[config.mk]
export PLATFORM = sky130hd
export DESIGN_NAME = regfile_write_arbiter_flat
export DESIGN_NICKNAME = d
export VERILOG_FILES = /design/src/rtl/regfile_write_arbiter_if.sv /design/src/rtl/regfile_write_arbiter.sv /design/src/flat_wrapper.sv
export SDC_FILE = /design/constraint.sdc
export NUM_CORES = 1
export LEC_CHECK = 0
export BUFFER_PORTS_ARGS = -buffer_cell sky130_fd_sc_hd__buf_2
export CORE_UTILIZATION = 47
export DETAILED_ROUTE_END_ITERATION = 8
export MAX_ROUTING_LAYER = met4
export PLACE_DENSITY = 0.87
export SYNTH_ARGS = -nofsm -noshare
export SYNTH_HDL_FRONTEND = slang
export SYNTH_SLANG_ARGS = --single-unit
[constraint.sdc]
create_clock -name clk -period 8.1 [get_ports clk]
set_input_delay 1.62 -clock clk [delete_from_list [all_inputs] [get_ports clk]]
set_output_delay 1.62 -clock clk [all_outputs]
set_load 0.01 [all_outputs]
[src/rtl/regfile_write_arbiter_if.sv]
// Write-port bundle between the requesters, the arbiter and the register bank.
// master: requester/bank side; slave: arbiter side.
interface regfile_write_arbiter_if #(
   parameter int NUM_REQ = 4,
   parameter int ADDR_W  = 5,
   parameter int DATA_W  = 32
);
   logic                      stall;
   logic [NUM_REQ-1:0]        req;
   logic [NUM_REQ*ADDR_W-1:0] req_addr;
   logic [NUM_REQ*DATA_W-1:0] req_data;
   logic [NUM_REQ-1:0]        gnt;
   logic                      wr_en;
   logic [ADDR_W-1:0]         wr_addr;
   logic [DATA_W-1:0]         wr_data;
   logic                      busy;

   modport master (
      output stall, req, req_addr, req_data,
      input  gnt, wr_en, wr_addr, wr_data, busy
   );

   modport slave (
      input  stall, req, req_addr, req_data,
      output gnt, wr_en, wr_addr, wr_data, busy
   );
endinterface

[src/rtl/regfile_write_arbiter.sv]
// Round-robin arbiter sharing the register bank write port among NUM_REQ requesters.
// Ports: clk, rst_n (async active-low), bus (slave: stall/req/addr/data in; gnt/wr_*/busy out).
module regfile_write_arbiter #(
   parameter int NUM_REQ     = 4,
   parameter int ADDR_W      = 5,
   parameter int DATA_W      = 32,
   parameter bit ZERO_REG_RO = 1'b1
) (
   input logic                    clk,
   input logic                    rst_n,
   regfile_write_arbiter_if.slave bus
);
   localparam int PTR_W = (NUM_REQ > 1) ? $clog2(NUM_REQ) : 1;

   logic [PTR_W-1:0]   ptr_q, ptr_d;
   logic [PTR_W-1:0]   gidx;
   logic [PTR_W:0]     sum;
   logic [NUM_REQ-1:0] gnt_c;
   logic               found;
   logic [ADDR_W-1:0]  sel_addr;
   logic [DATA_W-1:0]  sel_data;
   logic               wr_en_q, wr_en_d;
   logic [ADDR_W-1:0]  wr_addr_q, wr_addr_d;
   logic [DATA_W-1:0]  wr_data_q, wr_data_d;
   logic               busy_q, busy_d;

   // Search ptr, ptr+1, ... with wrap; grant is forced low in reset
   // and during stall. Only req and ptr feed the grant.
   always_comb begin
      gnt_c = '0;
      gidx  = '0;
      found = 1'b0;
      sum   = '0;
      if (rst_n && !bus.stall) begin
         for (int k = 0; k < NUM_REQ; k++) begin
            sum = {1'b0, ptr_q} + (PTR_W+1)'(k);
            if (sum >= (PTR_W+1)'(NUM_REQ)) begin
               sum = sum - (PTR_W+1)'(NUM_REQ);
            end
            if (!found && bus.req[sum[PTR_W-1:0]]) begin
               found = 1'b1;
               gidx  = sum[PTR_W-1:0];
               gnt_c[sum[PTR_W-1:0]] = 1'b1;
            end
         end
      end
   end

   always_comb begin
      sel_addr = '0;
      sel_data = '0;
      for (int k = 0; k < NUM_REQ; k++) begin
         if (gnt_c[k]) begin
            sel_addr = bus.req_addr[k*ADDR_W +: ADDR_W];
            sel_data = bus.req_data[k*DATA_W +: DATA_W];
         end
      end
   end

   always_comb begin
      ptr_d     = ptr_q;
      wr_en_d   = 1'b0;
      wr_addr_d = wr_addr_q;
      wr_data_d = wr_data_q;
      busy_d    = |(bus.req & ~gnt_c);
      if (found) begin
         ptr_d     = (gidx == PTR_W'(NUM_REQ-1)) ? '0 : gidx + 1'b1;
         wr_addr_d = sel_addr;
         wr_data_d = sel_data;
         // Address 0 is the hard-wired zero register: consume, don't write.
         wr_en_d   = !(ZERO_REG_RO && (sel_addr == '0));
      end
   end

   always_ff @(posedge clk or negedge rst_n) begin
      if (!rst_n) begin
         ptr_q     <= '0;
         wr_en_q   <= 1'b0;
         wr_addr_q <= '0;
         wr_data_q <= '0;
         busy_q    <= 1'b0;
      end else begin
         ptr_q     <= ptr_d;
         wr_en_q   <= wr_en_d;
         wr_addr_q <= wr_addr_d;
         wr_data_q <= wr_data_d;
         busy_q    <= busy_d;
      end
   end

   assign bus.gnt     = gnt_c;
   assign bus.wr_en   = wr_en_q;
   assign bus.wr_addr = wr_addr_q;
   assign bus.wr_data = wr_data_q;
   assign bus.busy    = busy_q;
endmodule

[src/flat_wrapper.sv]
// flat-port wrapper written by rule: the top's interface ports become plain ports
module regfile_write_arbiter_flat 
#(
   parameter int NUM_REQ     = 4,
   parameter int ADDR_W      = 5,
   parameter int DATA_W      = 32,
   parameter bit ZERO_REG_RO = 1'b1
)
  (clk, rst_n, bus_stall, bus_req, bus_req_addr, bus_req_data, bus_gnt, bus_wr_en, bus_wr_addr, bus_wr_data, bus_busy);
  regfile_write_arbiter_if #(.NUM_REQ(NUM_REQ), .ADDR_W(ADDR_W), .DATA_W(DATA_W)) bus_i ();
  input logic clk;
  input logic rst_n;
  input wire logic [$bits(bus_i.stall)-1:0] bus_stall;
  input wire logic [$bits(bus_i.req)-1:0] bus_req;
  input wire logic [$bits(bus_i.req_addr)-1:0] bus_req_addr;
  input wire logic [$bits(bus_i.req_data)-1:0] bus_req_data;
  output wire logic [$bits(bus_i.gnt)-1:0] bus_gnt;
  output wire logic [$bits(bus_i.wr_en)-1:0] bus_wr_en;
  output wire logic [$bits(bus_i.wr_addr)-1:0] bus_wr_addr;
  output wire logic [$bits(bus_i.wr_data)-1:0] bus_wr_data;
  output wire logic [$bits(bus_i.busy)-1:0] bus_busy;
  assign bus_i.stall = bus_stall;
  assign bus_i.req = bus_req;
  assign bus_i.req_addr = bus_req_addr;
  assign bus_i.req_data = bus_req_data;
  assign bus_gnt = bus_i.gnt;
  assign bus_wr_en = bus_i.wr_en;
  assign bus_wr_addr = bus_i.wr_addr;
  assign bus_wr_data = bus_i.wr_data;
  assign bus_busy = bus_i.busy;
  regfile_write_arbiter #(.NUM_REQ(NUM_REQ), .ADDR_W(ADDR_W), .DATA_W(DATA_W), .ZERO_REG_RO(ZERO_REG_RO)) u_core (.clk(clk), .rst_n(rst_n), .bus(bus_i));
endmodule
==> metrics.txt <==
# TYPE chip_impl_metric gauge
chip_impl_info{name="outcome",value="finished, violations left"} 1
chip_impl_info{name="failed_checks",value="DRC"} 1
chip_impl_metric{name="gpl.final_weighted_congestion",unit=""} 0.9337
chip_impl_metric{name="combined_area_of_the_multi_input_logic_cells",unit="mm²"} 0.001918
chip_impl_info{name="critical-path-top-delay-family",value="compound AO/OA/AOI/OAI gates"} 1
chip_impl_metric{name="routed-via-count",unit=""} 3455
chip_impl_metric{name="synthesis.yosys.warnings",unit=""} 0
chip_impl_info{name="synth_top_cells_by_area",value="sky130_fd_sc_hd__dfrtp_1 (32%), sky130_fd_sc_hd__nor3_2 (9.3%), sky130_fd_sc_hd__a221oi_1 (7.6%)"} 1
chip_impl_metric{name="final_net_count",unit=""} 650
chip_impl_metric{name="grt_first_pass_wirelength",unit="mm"} 15.69
chip_impl_metric{name="nFillCells",unit=""} 548
chip_impl_metric{name="maxCapViolCount",unit=""} 0
chip_impl_metric{name="synthToLayoutAreaGrowth",unit="%"} 30.47
chip_impl_metric{name="grt_remaining_overflow",unit=""} 0
chip_impl_metric{name="timing.fmax",unit="MHz"} 167.4
chip_impl_metric{name="timing.final.crit_period",unit="ns"} 5.972
chip_impl_metric{name="worst_pin_slew",unit="ns"} 1.177
chip_impl_info{name="critical_path.cell_chain",value="buf_2 > mux4_1 > a221o_1 > o21ai_4 > inv_2 > buf_2"} 1
chip_impl_info{name="mostFrequentLayoutCell",value="sky130_fd_sc_hd__buf_2"} 1
chip_impl_metric{name="fp.dieW",unit="µm"} 84.76
chip_impl_metric{name="io_buffer_count",unit=""} 197
chip_impl_metric{name="placeableCoreArea",unit="mm²"} 0.006495
chip_impl_info{name="worstHoldPathType",value="register to register"} 1
chip_impl_metric{name="syn-instance-count",unit=""} 309
chip_impl_metric{name="avgViaCountPerCell",unit=""} 6.115
chip_impl_metric{name="ys_seq_area_share",unit="%"} 31.87
chip_impl_metric{name="routed_wire_length_per_instance",unit="µm"} 17.92
chip_impl_metric{name="finalSetupViolations",unit=""} 0
chip_impl_metric{name="async_flop_share",unit="%"} 100.0
chip_impl_info{name="critical-path-slowest-cell",value="sky130_fd_sc_hd__o21ai_4"} 1
chip_impl_metric{name="max_transition_viols_final",unit=""} 0
chip_impl_metric{name="cts.sink_count",unit=""} 41
chip_impl_metric{name="maximum_net_fanout_on_the_critical_path",unit=""} 39
chip_impl_info{name="criticalPathCategory",value="input port to output pin"} 1
chip_impl_metric{name="netlist_area_before_placement",unit="mm²"} 0.003219
chip_impl_metric{name="cts.clk_slew.worst_paths",unit="ns"} 0.07
chip_impl_metric{name="grt_antenna_before_repair",unit=""} 0
chip_impl_info{name="clock_tree_from_tritoncts",value="built"} 1
chip_impl_metric{name="synth.ff_latch_count",unit=""} 41
chip_impl_metric{name="place_ws",unit="ns"} 2.178
chip_impl_info{name="most_frequent_cells_in_the_layout",value="sky130_fd_sc_hd__buf_2 (197), sky130_fd_sc_hd__dfrtp_1 (41), sky130_fd_sc_hd__o22ai_1 (32), sky130_fd_sc_hd__nor3_2 (30), sky130_fd_sc_hd__a221oi_1 (28)"} 1
chip_impl_metric{name="max_slew_margin",unit="%"} 21.21
chip_impl_metric{name="power-per-cell-area",unit="mW/mm²"} 289.0
chip_impl_metric{name="clock_tree.buffer_depth",unit=""} 2
chip_impl_metric{name="final_layout_size_suffix_gt1_share",unit="%"} 57.99
chip_impl_info{name="cp-end-kind",value="output pin"} 1
chip_impl_metric{name="worstPathRequired",unit="ns"} 6.48
chip_impl_metric{name="initialDrtViolationCount",unit=""} 179
chip_impl_metric{name="holdBufCountCts",unit=""} 0
chip_impl_metric{name="leakagePower",unit="µW"} 0.001962
chip_impl_metric{name="post_cts_resized",unit=""} 0
chip_impl_metric{name="fin_skew",unit="ns"} 0.007278
chip_impl_info{name="cp_common_cell",value="sky130_fd_sc_hd__buf_2"} 1
chip_impl_metric{name="synth.avg_cell_area",unit="µm²"} 10.42
chip_impl_metric{name="number_of_diodes",unit=""} 0
chip_impl_info{name="dominantRegCellSynth",value="sky130_fd_sc_hd__dfrtp_1"} 1
chip_impl_metric{name="clk-insertion-delay-late",unit="ns"} 0.29
chip_impl_metric{name="synthesis.nets",unit=""} 472
chip_impl_metric{name="area_enclosed_by_the_die_boundary",unit="mm²"} 0.007184
chip_impl_info{name="start_kind",value="input port"} 1
chip_impl_metric{name="die_y",unit="µm"} 84.76
chip_impl_metric{name="row_count",unit=""} 29
chip_impl_metric{name="cts-buffers-inserted",unit=""} 5
chip_impl_metric{name="grt_pass1_vias",unit=""} 3198
chip_impl_metric{name="critical_path.max_stage_delay",unit="ns"} 0.93
chip_impl_metric{name="seqCellArea",unit="mm²"} 0.001026
chip_impl_metric{name="path_depth",unit=""} 6
chip_impl_metric{name="sum_of_routed_wire_length_over_all_layers",unit="mm"} 10.13
chip_impl_metric{name="drc",unit=""} 14
chip_impl_metric{name="cts_max_level",unit=""} 2
chip_impl_metric{name="synth_edf_count",unit=""} 0
chip_impl_metric{name="cp.arrival",unit="ns"} 4.35
chip_impl_metric{name="netlist-cell-type-count",unit=""} 62
chip_impl_metric{name="hold_path_depth",unit=""} 2
chip_impl_metric{name="drt_pass1_iterations",unit=""} 9
chip_impl_metric{name="dp.final_hpwl",unit="mm"} 7.384
chip_impl_metric{name="yosysTopAreaCellShare",unit="%"} 31.87
chip_impl_metric{name="post_route_worst_setup_slack",unit="ns"} 2.128
chip_impl_info{name="master_cell_of_the_clock_root_buffer",value="sky130_fd_sc_hd__clkbuf_8"} 1
chip_impl_metric{name="final_antenna_net_count",unit=""} 0
chip_impl_metric{name="postCtsSetupRepairBufs",unit=""} 0
chip_impl_metric{name="hold_violations",unit=""} 0
chip_impl_info{name="dominant_cell_type_by_area_after_synthesis",value="sky130_fd_sc_hd__dfrtp_1"} 1
chip_impl_metric{name="timing.final.crit_share",unit="%"} 73.73
chip_impl_metric{name="path_buf_inv",unit=""} 3
chip_impl_metric{name="grt_start_max_net_pins",unit=""} 44
chip_impl_metric{name="track_usage",unit="%"} 28.39
chip_impl_metric{name="io_pins",unit=""} 198
chip_impl_metric{name="setup_tns",unit="ns"} 0
chip_impl_metric{name="r2r_cells",unit=""} 9
chip_impl_metric{name="floorplan.initialDensity",unit="%"} 49.57
chip_impl_info{name="grt_setup_unrepaired",value="no"} 1
chip_impl_metric{name="power.ir.vdd_worst",unit="mV"} 0.1198
tightest hold or removal path: stages (launching register included):
cell and delay [ns]:
sky130_fd_sc_hd__dfrtp_1 0.34, sky130_fd_sc_hd__nand2_1 0.05, sky130_fd_sc_hd__nand2_1 0.05
power by group:
| group | switching, µW | internal, µW | total (µW) |
|---|---|---|---|
| registers | 68.3 | 298 | 366 |
| clock network | 71.1 | 100 | 171 |
| logic | 385 | 291 | 676 |
flip-flops by register name (all words and copies together) (netlist names):
register and cells:
u_core.bus.wr_data 32, u_core.bus.wr_addr 5, u_core.ptr_q 2, u_core.bus.busy 1, u_core.bus.wr_en 1
metal layers:
metal	share of wire (%)	up-vias	global-route usage (%)
met1	40	1661	34.68
met4	0.81	0	8.012
met2	52	197	48.85
met3	7.0	7	4.228
li1	-	1590	-
met5	0	-	-
final timing paths:
kind / startpoint / endpoint / slack [ns]
setup / recovery: bus_req[2] / bus_gnt[3] / 2.13
hold / removal: u_core.bus.wr_addr[3] / u_core.bus.wr_addr[3] / 0.48
setup reg to reg: u_core.ptr_q[0] / u_core.bus.wr_data[24] / 3.59
hold reg to reg: u_core.bus.wr_addr[3] / u_core.bus.wr_addr[3] / 0.48
max in group asynchronous: rst_n / u_core.bus.busy / 6.33
min in group asynchronous: rst_n / u_core.bus.wr_data[7] / 1.40
cells by family (layout without fill, tap and decap cells):
| logic type | count (synthesis) | in the layout | synth area share, % |
|---|---|---|---|
| AOI/OAI and AO/OA | 120 | 120 | 30.43 |
| xor gates and xnor gates | 2 | 2 | 0.5442 |
| adders and majority gates | 8 | 8 | 3.109 |
| buffers and inverters | 36 | 215 | 8.706 |
| DFF | 41 | 41 | 31.87 |
| muxes | 5 | 5 | 2.993 |
| and+or+nand+nor | 97 | 97 | 22.35 |
cell usage after synthesis, types with 2 or more instances:
library cell and instances:
sky130_fd_sc_hd__a21oi_1 10, sky130_fd_sc_hd__a221o_1 4, sky130_fd_sc_hd__a221o_2 2, sky130_fd_sc_hd__a221oi_1 28, sky130_fd_sc_hd__a221oi_2 4, sky130_fd_sc_hd__a311oi_1 5
sky130_fd_sc_hd__a31oi_1 2, sky130_fd_sc_hd__buf_2 7, sky130_fd_sc_hd__buf_6 16, sky130_fd_sc_hd__clkbuf_1 3, sky130_fd_sc_hd__dfrtp_1 41, sky130_fd_sc_hd__ha_1 8
sky130_fd_sc_hd__inv_1 7, sky130_fd_sc_hd__mux4_1 2, sky130_fd_sc_hd__nand2_1 7, sky130_fd_sc_hd__nand2b_1 3, sky130_fd_sc_hd__nand3_4 2, sky130_fd_sc_hd__nand3b_1 4
sky130_fd_sc_hd__nor2_1 13, sky130_fd_sc_hd__nor2_2 22, sky130_fd_sc_hd__nor2b_1 2, sky130_fd_sc_hd__nor3_2 30, sky130_fd_sc_hd__nor4_1 2, sky130_fd_sc_hd__o2111ai_1 3
sky130_fd_sc_hd__o211ai_1 4, sky130_fd_sc_hd__o21a_1 3, sky130_fd_sc_hd__o21ai_0 5, sky130_fd_sc_hd__o21ai_1 3, sky130_fd_sc_hd__o21ai_4 2, sky130_fd_sc_hd__o22ai_1 32
sky130_fd_sc_hd__xnor2_1 2
per-stage QoR:
stage / utilization, % / cells / hold slack, ns / total power, µW / area, µm²
finish: 64.67 / 565 / 0.4783 / 1214 / 4200
global route: 64.67 / 565 / 0.5186 / 1287 / 4200
CTS: 64.67 / 565 / 0.4826 / 1215 / 4200
detailed placement: 62.82 / 557 / 0.4639 / 1038 / 4080
global placement: 62.82 / 557 / 0.4592 / 1010 / 4080
floorplan: - / 309 / 0.5141 / 836.5 / 3219
layout make-up:
cell class              instances  area share (%)
clock buffers                   6           1.966
clock inverters                 2          0.8937
inverters                       9           1.102
repair buffers                198           23.65
flip-flops and latches         41           24.43
well taps                      77           2.294
multi-input cells             232           45.67
(Power assumes the default switching activity.)
